File: src/rtl/tri_frame_scheduler_if.sv
// Triangle-side bus of the frame scheduler: BRAM read port toward the
// triangle store and the tri_id/P valid-ready channel into the pipeline.
// master = scheduler, slave = BRAM + pipeline side.
interface tri_frame_scheduler_if #(
   parameter int P_WIDTH = 16,
   parameter int TW      = 11
);
   logic [TW-1:0]                  tri_addr_out;
   logic                           tri_rd_en_out;
   logic [9*P_WIDTH-1:0]           tri_data_in;
   logic                           valid_out;
   logic                           ready_in;
   logic [TW-1:0]                  tri_id_out;
   logic [2:0][2:0][P_WIDTH-1:0]   P_out;

   modport master (
      output tri_addr_out, tri_rd_en_out, valid_out, tri_id_out, P_out,
      input  tri_data_in, ready_in
   );

   modport slave (
      input  tri_addr_out, tri_rd_en_out, valid_out, tri_id_out, P_out,
      output tri_data_in, ready_in
   );
endinterface

File: src/rtl/tri_frame_scheduler.sv
// Per-frame triangle sequencer: fetches each triangle from the triangle BRAM,
// hands it to the pipeline over a valid/ready channel, counts rasterizer
// completions, then pulses frame_done and flips the framebuffer select.
// Optional macro SCHED_WATCHDOG_EN adds a DRAIN timeout (parameter
// WATCHDOG_CYCLES and sticky output timeout_out).
module tri_frame_scheduler #(
   parameter int P_WIDTH      = 16,
   parameter int NUM_TRI      = 2048,
   parameter int BRAM_LATENCY = 2,
`ifdef SCHED_WATCHDOG_EN
   parameter int WATCHDOG_CYCLES = 1048576,
`endif
   localparam int TW = $clog2(NUM_TRI)
)(
   input  logic                         clk_in,
   input  logic                         rst_in,
   input  logic                         start_in,
   input  logic [TW:0]                  num_tri_in,
   tri_frame_scheduler_if.master        bus,
   input  logic                         pix_valid_in,
   input  logic                         pix_ready_in,
   input  logic                         last_pixel_in,
   output logic                         busy_out,
   output logic                         frame_done_out,
   output logic                         fb_sel_out,
`ifdef SCHED_WATCHDOG_EN
   output logic                         timeout_out,
`endif
   output logic [TW:0]                  outstanding_out
);

   localparam int LW = $clog2(BRAM_LATENCY + 1);
`ifdef SCHED_WATCHDOG_EN
   localparam int WDW = $clog2(WATCHDOG_CYCLES + 1);
`endif

   typedef enum logic [2:0] {
      S_IDLE, S_FETCH, S_WAIT, S_PRESENT, S_DRAIN, S_DONE
   } state_t;

   state_t                        r_state;
   logic [TW:0]                   r_n;
   logic [TW-1:0]                 r_id;
   logic [LW-1:0]                 r_lat;
   logic [TW-1:0]                 r_addr;
   logic                          r_rd_en;
   logic                          r_valid;
   logic [TW-1:0]                 r_tri_id;
   logic [2:0][2:0][P_WIDTH-1:0]  r_P;
   logic                          r_busy;
   logic                          r_frame_done;
   logic                          r_fb_sel;
   logic [TW:0]                   r_outstanding;
`ifdef SCHED_WATCHDOG_EN
   logic [WDW-1:0]                r_wd;
   logic                          r_timeout;
`endif

   logic                          w_start;
   logic                          w_issue;
   logic                          w_complete;
   logic [TW:0]                   w_n_clamped;
   logic [TW:0]                   w_outstanding_next;

   assign w_start     = (r_state == S_IDLE) && start_in;
   assign w_issue     = (r_state == S_PRESENT) && r_valid && bus.ready_in;
   assign w_complete  = pix_valid_in && pix_ready_in && last_pixel_in;
   assign w_n_clamped = (num_tri_in > (TW+1)'(NUM_TRI)) ? (TW+1)'(NUM_TRI) : num_tri_in;

   // Next outstanding count: coincident issue+completion cancel, and a
   // completion with nothing in flight is treated as spurious.
   always_comb begin
      w_outstanding_next = r_outstanding;
      if (w_issue && !w_complete)
         w_outstanding_next = r_outstanding + (TW+1)'(1);
      else if (w_complete && !w_issue && (r_outstanding != '0))
         w_outstanding_next = r_outstanding - (TW+1)'(1);
   end

   // In-flight triangle counter; each new frame starts from zero.
   always_ff @(posedge clk_in or posedge rst_in) begin
      if (rst_in)
         r_outstanding <= '0;
      else if (w_start)
         r_outstanding <= '0;
      else
         r_outstanding <= w_outstanding_next;
   end

   // Frame sequencer with registered outputs.
   always_ff @(posedge clk_in or posedge rst_in) begin
      if (rst_in) begin
         r_state      <= S_IDLE;
         r_n          <= '0;
         r_id         <= '0;
         r_lat        <= '0;
         r_addr       <= '0;
         r_rd_en      <= 1'b0;
         r_valid      <= 1'b0;
         r_tri_id     <= '0;
         r_P          <= '0;
         r_busy       <= 1'b0;
         r_frame_done <= 1'b0;
         r_fb_sel     <= 1'b0;
`ifdef SCHED_WATCHDOG_EN
         r_wd         <= '0;
         r_timeout    <= 1'b0;
`endif
      end else begin
         r_rd_en      <= 1'b0;
         r_frame_done <= 1'b0;
         case (r_state)
            S_IDLE: begin
               if (start_in) begin
                  r_n    <= w_n_clamped;
                  r_id   <= '0;
                  r_busy <= 1'b1;
`ifdef SCHED_WATCHDOG_EN
                  r_wd      <= '0;
                  r_timeout <= 1'b0;
`endif
                  // An empty frame falls through DRAIN, whose exit
                  // condition (nothing outstanding) already holds.
                  r_state <= (w_n_clamped == '0) ? S_DRAIN : S_FETCH;
               end
            end
            S_FETCH: begin
               r_rd_en <= 1'b1;
               r_addr  <= r_id;
               r_lat   <= LW'(BRAM_LATENCY);
               r_state <= S_WAIT;
            end
            S_WAIT: begin
               // Read data lines up with the cycle the countdown hits zero.
               if (r_lat == '0) begin
                  r_P      <= bus.tri_data_in;
                  r_tri_id <= r_id;
                  r_valid  <= 1'b1;
                  r_state  <= S_PRESENT;
               end else begin
                  r_lat <= r_lat - LW'(1);
               end
            end
            S_PRESENT: begin
               if (bus.ready_in) begin
                  r_valid <= 1'b0;
                  if ({1'b0, r_id} == r_n - (TW+1)'(1)) begin
                     r_state <= S_DRAIN;
`ifdef SCHED_WATCHDOG_EN
                     r_wd    <= '0;
`endif
                  end else begin
                     r_id    <= r_id + TW'(1);
                     r_state <= S_FETCH;
                  end
               end
            end
            S_DRAIN: begin
               if (w_outstanding_next == '0) begin
                  r_state <= S_DONE;
`ifdef SCHED_WATCHDOG_EN
               end else if (w_complete) begin
                  r_wd <= '0;
               end else if (r_wd == WDW'(WATCHDOG_CYCLES - 1)) begin
                  r_state   <= S_DONE;
                  r_timeout <= 1'b1;
               end else begin
                  r_wd <= r_wd + WDW'(1);
`endif
               end
            end
            S_DONE: begin
               r_frame_done <= 1'b1;
               r_fb_sel     <= ~r_fb_sel;
               r_busy       <= 1'b0;
               r_state      <= S_IDLE;
            end
            default: r_state <= S_IDLE;
         endcase
      end
   end

   assign bus.tri_addr_out  = r_addr;
   assign bus.tri_rd_en_out = r_rd_en;
   assign bus.valid_out     = r_valid;
   assign bus.tri_id_out    = r_tri_id;
   assign bus.P_out         = r_P;
   assign busy_out          = r_busy;
   assign frame_done_out    = r_frame_done;
   assign fb_sel_out        = r_fb_sel;
   assign outstanding_out   = r_outstanding;
`ifdef SCHED_WATCHDOG_EN
   assign timeout_out       = r_timeout;
`endif

endmodule

File: src/flat_wrapper.sv
// flat-port wrapper written by rule: the top's interface ports become plain ports
module tri_frame_scheduler_flat 
#(
   parameter int P_WIDTH      = 16,
   parameter int NUM_TRI      = 2048,
   parameter int BRAM_LATENCY = 2,

   localparam int TW = $clog2(NUM_TRI)
)
  (clk_in, rst_in, start_in, num_tri_in, pix_valid_in, pix_ready_in, last_pixel_in, busy_out, frame_done_out, fb_sel_out, outstanding_out, bus_tri_addr_out, bus_tri_rd_en_out, bus_valid_out, bus_tri_id_out, bus_P_out, bus_tri_data_in, bus_ready_in);
  tri_frame_scheduler_if #(.P_WIDTH(P_WIDTH), .TW((11))) bus_i ();
  input  logic clk_in;
  input  logic rst_in;
  input  logic start_in;
  input  logic [TW:0] num_tri_in;
  input  logic pix_valid_in;
  input  logic pix_ready_in;
  input  logic last_pixel_in;
  output logic busy_out;
  output logic frame_done_out;
  output logic fb_sel_out;
  output logic [TW:0] outstanding_out;
  output wire logic [$bits(bus_i.tri_addr_out)-1:0] bus_tri_addr_out;
  output wire logic [$bits(bus_i.tri_rd_en_out)-1:0] bus_tri_rd_en_out;
  output wire logic [$bits(bus_i.valid_out)-1:0] bus_valid_out;
  output wire logic [$bits(bus_i.tri_id_out)-1:0] bus_tri_id_out;
  output wire logic [$bits(bus_i.P_out)-1:0] bus_P_out;
  input wire logic [$bits(bus_i.tri_data_in)-1:0] bus_tri_data_in;
  input wire logic [$bits(bus_i.ready_in)-1:0] bus_ready_in;
  assign bus_tri_addr_out = bus_i.tri_addr_out;
  assign bus_tri_rd_en_out = bus_i.tri_rd_en_out;
  assign bus_valid_out = bus_i.valid_out;
  assign bus_tri_id_out = bus_i.tri_id_out;
  assign bus_P_out = bus_i.P_out;
  assign bus_i.tri_data_in = bus_tri_data_in;
  assign bus_i.ready_in = bus_ready_in;
  tri_frame_scheduler #(.P_WIDTH(P_WIDTH), .NUM_TRI(NUM_TRI), .BRAM_LATENCY(BRAM_LATENCY)) u_core (.clk_in(clk_in), .rst_in(rst_in), .start_in(start_in), .num_tri_in(num_tri_in), .bus(bus_i), .pix_valid_in(pix_valid_in), .pix_ready_in(pix_ready_in), .last_pixel_in(last_pixel_in), .busy_out(busy_out), .frame_done_out(frame_done_out), .fb_sel_out(fb_sel_out), .outstanding_out(outstanding_out));
endmodule
File: config.mk
export PLATFORM = sky130hd
export DESIGN_NAME = tri_frame_scheduler_flat
export DESIGN_NICKNAME = d
export VERILOG_FILES = /design/src/rtl/tri_frame_scheduler_if.sv /design/src/rtl/tri_frame_scheduler.sv /design/src/flat_wrapper.sv
export SDC_FILE = /design/constraint.sdc
export NUM_CORES = 1
export LEC_CHECK = 0
export CELL_PAD_IN_SITES_DETAIL_PLACEMENT = 1
export CELL_PAD_IN_SITES_GLOBAL_PLACEMENT = 1
export CORE_ASPECT_RATIO = 0.8
export CORE_UTILIZATION = 30
export CTS_CLUSTER_SIZE = 8
export DETAILED_ROUTE_END_ITERATION = 8
export PLACE_DENSITY = 0.67
export SKIP_LAST_GASP = 1
export SYNTH_ARGS = -nofsm -noshare
export SYNTH_HDL_FRONTEND = slang
export SYNTH_SLANG_ARGS = --single-unit
File: constraint.sdc
create_clock -name clk_in -period 9.8 [get_ports clk_in]
set_input_delay 1.96 -clock clk_in [delete_from_list [all_inputs] [get_ports clk_in]]
set_output_delay 1.96 -clock clk_in [all_outputs]
set_load 0.005 [all_outputs]
==> flow_summary.json, run 1 <==
{
  "cp.required_ns": 10.26,
  "die_area_um2": 31500,
  "io_buffer_count": 345,
  "crit_path_cell_trace": "clkdlybuf4s50_1 -> nand2_1 -> nor4_1 -> a22oi_1 -> xnor2_1 -> nor4_4 -> nand4_1 -> a22oi_1",
  "power.leakage_nw": 5.76,
  "io-pin-count": 346,
  "placed_cells": 1436,
  "numCtsBuffers": 30,
  "cts_resized": 0,
  "crit_type": "in -> reg",
  "status": "finished clean",
  "final_nets": 1224,
  "cts_hold_buffers": 0,
  "clk_latency_ns": 0.54,
  "antenna_found_initial": 0,
  "clkTransAtPathRegs_ns": 0.05,
  "clk_path_buf_depth": 3,
  "worst_setup_path_start_kind": "input pin",
  "fin_cells": 1468,
  "grt_pass1_wl_mm": 45.2,
  "fin_setup_tns_ns": 0,
  "ant_nets": 0,
  "tightest_slew_ns": 1.18,
  "async_flop_share_pct": 100,
  "synth.distinct_cells": 60,
  "fmax_ghz": 0.247,
  "synth-seq-cells": 211,
  "grt_overflow": 0,
  "drive_gt1_share_pct": 20.5,
  "n_fill_cell": 3173,
  "reg2reg_from": "u_core.r_state[1]",
  "die_w_um": 198,
  "yosysTopAreaCellShare_pct": 57.1,
  "post_cts_buffers": 0,
  "synth_common_cells": "dfrtp_1, mux2_2, nand2_1, clkbuf_1, nor2_1",
  "drv_cap": 0,
  "skew_ns": 0.00802,
  "cts_tree": "built",
  "grt_use_total_pct": 18.3,
  "rsz0062_at_grt": "false",
  "drt_iter0_markers": 226,
  "total_power_mw": 4.22,
  "finalHoldViolations": 0,
  "fp.coreArea_um2": 30300,
  "vias": 7056,
  "routed_via_density": 4.81,
  "diodes": 0,
  "cp_max_fo": 10,
  "r2r_setup_slack_ns": 6.89,
  "critPathArrivalTime_ns": 4.50,
  "drc": 0,
  "hold_class": "reg -> reg",
  "cts.sinks": 211,
  "whs_ns": 0.480,
  "cts.htree.levels": 1,
  "fin_crit_ns": 4.05,
  "holdPathEnd": "u_core.fb_sel_out",
  "r2r_cells": 7,
  "grt_max_degree": 141,
  "slowest_delay_ns": 0.67,
  "period_share_pct": 41.3,
  "whs_path_depth": 1,
  "syn_to_final_growth_pct": 50.0,
  "finalWirelength_mm": 28.6,
  "gp_congestion": 0.798,
  "synthCells": 715,
  "fp.dieH_um": 159,
  "cts-root-buf": "clkbuf_16",
  "max-slew-margin-rel_pct": 20.9,
  "p_per_area_nw_per_um2": 304,
  "wl_per_cell_um": 19.5,
  "setup_viol": 0,
  "crit_buf_inv": 1,
  "yosys_warnings": 0,
  "synth-main-ff-cell": "dfrtp_1",
  "synth_area_leaders": "dfrtp_1, mux2_2, nand2_1",
  "report.final.slew_viol_count": 0,
  "synth_top_area_cell": "dfrtp_1",
  "synth.cell_area_um2": 9240,
  "critPathTopFamily": "simple AND/OR/NAND/NOR gates",
  "synth_edf_count": 0,
  "dp_hpwl_mm": 20.7,
  "first_global_vias": 7783,
  "critPathCaptureType": "flop",
  "syn_nets": 884,
  "synth_most_common_cell": "dfrtp_1",
  "seq_area_frac_synth_pct": 57.1,
  "rows": 57,
  "crit_path_top_delay_cell": "clkdlybuf4s50_1",
  "finalCoreUtilization_pct": 45.8,
  "drt-pass1-iter-count": 4,
  "syn_avg_cell_area_um2": 12.9,
  "path_common_cell": "a22oi_1",
  "start_util_pct": 30.5,
  "ir_worst_vdd_mv": 0.152,
  "regToRegEndpoint": "u_core.r_state[0]",
  "hold_start": "u_core.fb_sel_out"
}
-- worst register-to-register path: stages, from the launching register on --
cell and delay (ns):
dfrtp_1 0.64, nand3b_1 0.45, or4_1 0.74, o32ai_1 0.20, xor2_1 0.17, nor4_4 0.31, nand4_1 0.13, a22oi_1 0.18
-- power by group --
group,switching (mW),internal [mW]
clock,0.366,0.534
sequential,0.294,1.25
combinational,0.675,1.10
total,1.33,2.88
-- registers in the layout, summed over array words and instances (netlist names) --
name                      cells
u_core.busy_out               1
u_core.bus.P_out            144
u_core.r_lat                  2
u_core.r_state                3
u_core.bus.valid_out          1
u_core.bus.tri_id_out        11
u_core.fb_sel_out             1
u_core.bus.tri_rd_en_out      1
u_core.r_n                   12
u_core.outstanding_out       12
u_core.r_id                  11
u_core.bus.tri_addr_out      11
u_core.frame_done_out         1
-- metal layers --
| layer | vias to the layer above | wire length, µm | GRT usage (%) | part of all wire [%] |
|---|---|---|---|---|
| met4 | 0 | 644 | 4.33 | 2.2 |
| met1 | 3550 | 11700 | 22.4 | 41 |
| li1 | 3248 | - | - | - |
| met5 | - | 0 | 0 | 0 |
| met3 | 40 | 2500 | 6.95 | 8.7 |
| met2 | 218 | 13800 | 30.4 | 48 |
-- stage by stage --
| step | area, µm² | setup slack [ns] |
|---|---|---|
| CTS | 13900 | 5.78 |
| global placement | 13100 | 5.32 |
| global route | 13900 | 5.51 |
| detailed placement | 13100 | 5.21 |
| floorplan | 9240 | 2.07 |
| finish | 13900 | 5.75 |
-- final cells by class --
class	count	area (µm²)	share of cell area [%]
Multi-Input combinational cell	448	3750	27.0
Clock buffer	30	751	5.41
Sequential cell	211	5280	38.1
Inverter	15	63.8	0.460
Timing Repair Buffer	349	3480	25.1
Tap cell	413	517	3.73
Clock inverter	2	23.8	0.171
-- layout by cell type, fill, tap and decap left out, drive strengths merged, types with 4 or more instances in the layout --
master,n
nor3,15
buf,4
xor2,7
ha,6
and2,13
mux2i,10
dfrtp,211
xnor2,15
a21oi,12
nand2b,4
mux2,169
nand4,12
a22o,4
inv,15
nand3,18
a41oi,4
clkbuf,30
clkdlybuf4s50,345
o21ai,10
nand2,38
nor2,32
and3,9
nor4,14
nand3b,8
-- cells by family (layout without fill, tap and decap cells) --
| kind of cell | count (synthesis) | count (layout) | synth area share, % |
|---|---|---|---|
| flip-flops | 211 | 211 | 57.1 |
| multiplexers | 179 | 179 | 21.7 |
| AND/OR/NAND/NOR | 175 | 175 | 10.4 |
| AO/OA/AOI/OAI | 66 | 66 | 5.51 |
| buffers and inverters | 56 | 396 | 2.42 |
| XOR/XNOR | 22 | 22 | 2.08 |
| adder cells (fa/ha/maj) | 6 | 6 | 0.812 |
-- worst max path at each step --
stage | start | to | slack, ns | cells after the start
after global placement | bus_ready_in | u_core.r_state[0] | 5.32 | 8
after CTS | bus_ready_in | u_core.r_state[0] | 5.78 | 8
after floorplan | rst_in | u_core.bus.P_out[0] | 2.07 | 1
final | bus_ready_in | u_core.r_state[0] | 5.75 | 8
after global routing | bus_ready_in | u_core.r_state[0] | 5.51 | 8
after detailed placement | bus_ready_in | u_core.r_state[0] | 5.21 | 8
(Power assumes the default switching activity.)
==> inputs of run 2 (changes only) <==
clock period = 4.08 ns   (was 9.8 ns; I/O delays follow)
==> flow_summary.json, run 2 (same netlist as run 1, synthesis figures left out) <==
{
  "power.leakage_nw": 5.82,
  "fp.dieH_um": 159,
  "p_clk_share_pct": 21.5,
  "hold_class": "reg -> reg",
  "cts-root-buf": "clkbuf_16",
  "rsz0062_at_grt": "false",
  "cts_hold_buffers": 0,
  "finalHoldViolations": 0,
  "grt_pass1_wl_mm": 46.3,
  "cp.required_ns": 4.55,
  "switching_share_pct": 31.6,
  "slowest_delay_ns": 0.70,
  "critPathTopFamily": "simple AND/OR/NAND/NOR gates",
  "wl_per_cell_um": 19.9,
  "p_switching_mw": 3.22,
  "period_share_pct": 72.2,
  "fin_crit_ns": 2.95,
  "crit_path_cell_trace": "clkdlybuf4s50_1 -> nand2_1 -> nor4_1 -> a22oi_1 -> xnor2_1 -> nor4_4 -> nand4_1 -> a22oi_1",
  "multi_input_area_um2": 3750,
  "p_int_mw": 6.98,
  "cts_resized": 0,
  "crit_type": "in -> reg",
  "dp_hpwl_mm": 21.8,
  "worst_setup_path_start_kind": "input pin",
  "vias": 7131,
  "report.final.slew_viol_count": 0,
  "crit_path_top_delay_cell": "clkdlybuf4s50_1",
  "cp_max_fo": 10,
  "die_w_um": 198,
  "post_cts_buffers": 0,
  "syn_to_final_growth_pct": 51.4,
  "most-common-layout-cells": "clkdlybuf4s50_1, dfrtp_1, mux2_2, nand2_1, nor2_1",
  "crit_buf_inv": 1,
  "skew_ns": 0.0171,
  "numCtsBuffers": 30,
  "setup_viol": 0,
  "drt-pass1-iter-count": 4,
  "io_buffer_count": 345,
  "cts.sinks": 211,
  "critPathCaptureType": "flop",
  "grt_overflow": 0,
  "start_util_pct": 30.5,
  "first_global_vias": 7942,
  "drt_iter0_markers": 214,
  "clk_path_buf_depth": 3,
  "grt_max_degree": 59,
  "fp.coreArea_um2": 30300,
  "whs_ns": 0.472,
  "status": "finished clean",
  "tightest_slew_ns": 1.12,
  "path_common_cell": "a22oi_1",
  "power.share.combinational_pct": 42.2,
  "cts_tree": "built",
  "p_per_area_nw_per_um2": 729,
  "ir_worst_vdd_mv": 0.389,
  "n_fill_cell": 3177,
  "register_area_um2": 5280,
  "ant_nets": 0,
  "grt_use_total_pct": 18.8,
  "antenna_found_initial": 1,
  "drive_gt1_share_pct": 21.0,
  "clkTransAtPathRegs_ns": 0.05,
  "die_area_um2": 31500,
  "cts.htree.levels": 1,
  "finalWirelength_mm": 29.4,
  "fmax_ghz": 0.339,
  "io-pin-count": 346,
  "max-slew-margin-rel_pct": 24.6,
  "drc": 0,
  "rows": 57,
  "critPathArrivalTime_ns": 3.42,
  "gp_congestion": 0.845,
  "clk_latency_ns": 0.55,
  "drv_cap": 0,
  "final_common_cell": "clkdlybuf4s50_1",
  "largest_register_ffs": 144,
  "fin_setup_tns_ns": 0,
  "final_nets": 1232,
  "p_seq_share_pct": 36.3,
  "routed_via_density": 4.82
}
## run 2: cell types whose count changed in the layout (fill, tap and decap cells not counted), sizes merged
cell    previous run  this run
buf                4        12
clkbuf            30        33
diode              0         1
inv               15        14
## run 2: path summary, 6_finish.rpt
check	startpoint	endpoint	slack [ns]	depth (start not counted)
setup reg to reg	u_core.r_n[0]	u_core.r_id[8]	1.25	9
hold reg to reg	u_core.fb_sel_out	u_core.fb_sel_out	0.47	1
setup / recovery	bus_ready_in	u_core.r_state[0]	1.13	8
hold / removal	u_core.fb_sel_out	u_core.fb_sel_out	0.47	1
min in group asynchronous	rst_in	u_core.bus.P_out[143]	0.60	2
max in group asynchronous	rst_in	u_core.r_n[6]	2.72	3
## run 2: worst register-to-register path, stage by stage, from the launching register on
cell       delay [ns]
dfrtp_1          0.45
inv_1            0.10
ha_1             0.39
xnor2_1          0.17
a41oi_1          0.16
nand4bb_1        0.24
a2111oi_2        0.45
a41oi_2          0.27
nand3_1          0.16
mux2_1           0.32
## run 2: layout make-up
cell class              instances  area share [%]
inverters                      15           0.429
multi-input cells             448            26.8
clock buffers                  33            5.60
flip-flops and latches        211            37.7
well taps                     413            3.69
clock inverters                 1          0.0358
repair buffers                357            25.7
diodes                          1          0.0179
## run 2: metrics by stage
stage	power [mW]	worst slack (ns)	utilization [%]	std cells	area (µm²)
2_1_floorplan	5.57	0.522	-	715	9250
3_3_place_gp	7.97	0.734	43.6	1444	13200
3_5_place_dp	8.08	0.571	43.6	1444	13200
4_1_cts	10.4	1.16	46.2	1478	14000
5_1_grt	10.8	0.863	46.2	1479	14000
6_report	10.2	1.13	46.2	1479	14000
## run 2: power groups by stage
stage / logic (mW) / registers (mW) / clock network [mW]
floorplan: 1.96 / 3.60 / 0
detailed placement: 4.35 / 3.73 / 0
global placement: 4.29 / 3.68 / 0
CTS: 4.37 / 3.72 / 2.29
finish: 4.31 / 3.70 / 2.19
global route: 4.65 / 3.84 / 2.34
## run 2: layer usage
metal  GRT usage [%]  vias to the layer above  part of all wire, %
met5               0                        -                    0
met4            5.29                        0                  2.5
met3            6.40                       48                  8.4
met2            31.1                      230                   48
met1            23.2                     3598                   41
li1                -                     3255                    -
==> inputs of run 3 (changes only) <==
PLACE_DENSITY = 0.7   (was 0.67)
clock period = 2.66 ns   (was 4.08 ns; I/O delays follow)
==> flow_summary.json, run 3 (same netlist as run 1, synthesis figures left out) <==
{
  "syn_to_final_growth_pct": 54.1,
  "drt_iter0_markers": 217,
  "rows": 57,
  "critPathCaptureType": "flop",
  "wl_per_cell_um": 19.0,
  "max-slew-margin-rel_pct": 60.9,
  "final_nets": 1258,
  "report.final.slew_viol_count": 0,
  "crit_path_top_delay_cell": "dfrtp_1",
  "clkTransAtPathRegs_ns": 0.05,
  "numCtsBuffers": 30,
  "cp.required_ns": 3.12,
  "hold_class": "in -> async",
  "p_seq_share_pct": 35.2,
  "worst_slack_ns": 0.171,
  "worst_setup_path_start_kind": "flop",
  "clk_path_buf_depth": 3,
  "drc": 0,
  "grt_use_total_pct": 18.4,
  "grt_max_degree": 72,
  "slowest_delay_ns": 0.46,
  "critPathArrivalTime_ns": 2.95,
  "p_per_area_nw_per_um2": 1110,
  "pre_cts_ws_ns": -0.172,
  "total_power_mw": 15.8,
  "switching_share_pct": 31.5,
  "p_switching_mw": 4.98,
  "io_buffer_count": 345,
  "final_common_cell": "clkdlybuf4s50_1",
  "crit_buf_inv": 2,
  "cts.htree.levels": 1,
  "power.share.combinational_pct": 43.8,
  "vias": 7168,
  "dp_hpwl_mm": 21.1,
  "diodes": 0,
  "power.leakage_nw": 5.95,
  "largest_register_ffs": 144,
  "grt_overflow": 0,
  "crit_type": "reg -> reg",
  "ir_worst_vdd_mv": 0.596,
  "p_int_mw": 10.8,
  "whs_ns": 0.356,
  "drv_cap": 0,
  "start_util_pct": 30.5,
  "gp_congestion": 0.855,
  "fmax_ghz": 0.402,
  "cp_max_fo": 7,
  "finalWirelength_mm": 28.6,
  "cts.sinks": 211,
  "die_w_um": 198,
  "most-common-layout-cells": "clkdlybuf4s50_1, dfrtp_1, mux2_2, nand2_1",
  "cts_tree": "built",
  "period_share_pct": 93.6,
  "reg2reg_from": "u_core.outstanding_out[1]",
  "multi_input_area_um2": 3790,
  "status": "finished clean",
  "cts-root-buf": "clkbuf_16",
  "antenna_found_initial": 0,
  "drt-pass1-iter-count": 4,
  "skew_ns": 0.0191,
  "clk_latency_ns": 0.56,
  "n_fill_cell": 3145,
  "drive_gt1_share_pct": 23.4,
  "die_area_um2": 31500,
  "io-pin-count": 346,
  "tightest_slew_ns": 0.582,
  "rsz0062_at_grt": "true",
  "fp.coreArea_um2": 30300,
  "fp.dieH_um": 159,
  "fin_crit_ns": 2.49,
  "setup_viol": 0,
  "crit_path_cell_trace": "inv_1 -> ha_1 -> nor3b_1 -> buf_4 -> nand2_1 -> a32oi_1 -> xnor2_1 -> nor4_2 -> nand4_1 -> a22oi_1",
  "cts_hold_buffers": 0,
  "register_area_um2": 5280,
  "p_clk_share_pct": 21.0,
  "finalCoreUtilization_pct": 47.0,
  "finalHoldViolations": 0,
  "first_global_vias": 8010,
  "routed_via_density": 4.77,
  "ant_nets": 0,
  "critPathTopFamily": "simple AND/OR/NAND/NOR gates",
  "grt_pass1_wl_mm": 45.5,
  "setup.worst_path.start": "u_core.outstanding_out[1]"
}
## run 3: cell types whose count changed in the layout (fill, tap and decap cells not counted), sizes merged
cell    change
clkinv      +1
diode       -1
clkbuf      -1
buf        +26
## run 3: worst register-to-register path, cell delays in order, from the launching register on
cell,delay [ns]
dfrtp_1,0.46
inv_1,0.13
ha_1,0.22
nor3b_1,0.36
buf_4,0.18
nand2_1,0.07
a32oi_1,0.23
xnor2_1,0.13
nor4_2,0.32
nand4_1,0.13
a22oi_1,0.17
## run 3: per-layer routing
| metal | GRT usage, % | part of all wire [%] | vias to the layer above |
|---|---|---|---|
| met5 | 0 | 0 | - |
| met4 | 5.32 | 2.4 | 0 |
| met3 | 6.50 | 8.6 | 42 |
| met2 | 30.2 | 48 | 232 |
| met1 | 22.6 | 41 | 3576 |
| li1 | - | - | 3318 |
## run 3: layout make-up
type	instances	area share, %
clock buffer	32	5.32
sequential	211	37.1
clock inverter	2	0.149
inverter	15	0.422
timing repair buffer	383	26.8
multi-input combinational	448	26.6
tap	413	3.63
## run 3: worst paths after layout
| path | end | slack, ns | cells past startpoint |
|---|---|---|---|
| min | u_core.bus.P_out[90] | 0.36 | 2 |
| max in group asynchronous | u_core.bus.P_out[10] | 1.57 | 3 |
| max reg2reg | u_core.r_state[0] | 0.17 | 10 |
| min in group clk_in | u_core.fb_sel_out | 0.47 | 1 |
| max | u_core.r_state[0] | 0.17 | 10 |
| min reg2reg | u_core.fb_sel_out | 0.47 | 1 |
## run 3: power groups by stage
| stage | Clock (mW) | Sequential, mW | Combinational [mW] |
|---|---|---|---|
| finish | 3.32 | 5.56 | 6.92 |
| global route | 3.58 | 5.78 | 7.49 |
| floorplan | 0 | 5.53 | 3.01 |
| detailed placement | 0 | 5.59 | 6.92 |
| CTS | 3.46 | 5.58 | 6.97 |
| global placement | 0 | 5.50 | 6.85 |
## run 3: per-stage QoR
step           cells  TNS (ns)  cell area [µm²]
6_report        1504         0            14200
5_1_grt         1504  -0.00639            14200
4_1_cts         1504         0            14200
3_5_place_dp    1470    -0.172            13400
3_3_place_gp    1470    -0.131            13400
2_1_floorplan    715   -129.60             9250
## run 3: what timing repair did
item | 4_1_cts | 5_1_grt
setup buffers | 0 | 0
gates resized for setup | 0 | 7
endpoints found under the setup margin | 0 | 4
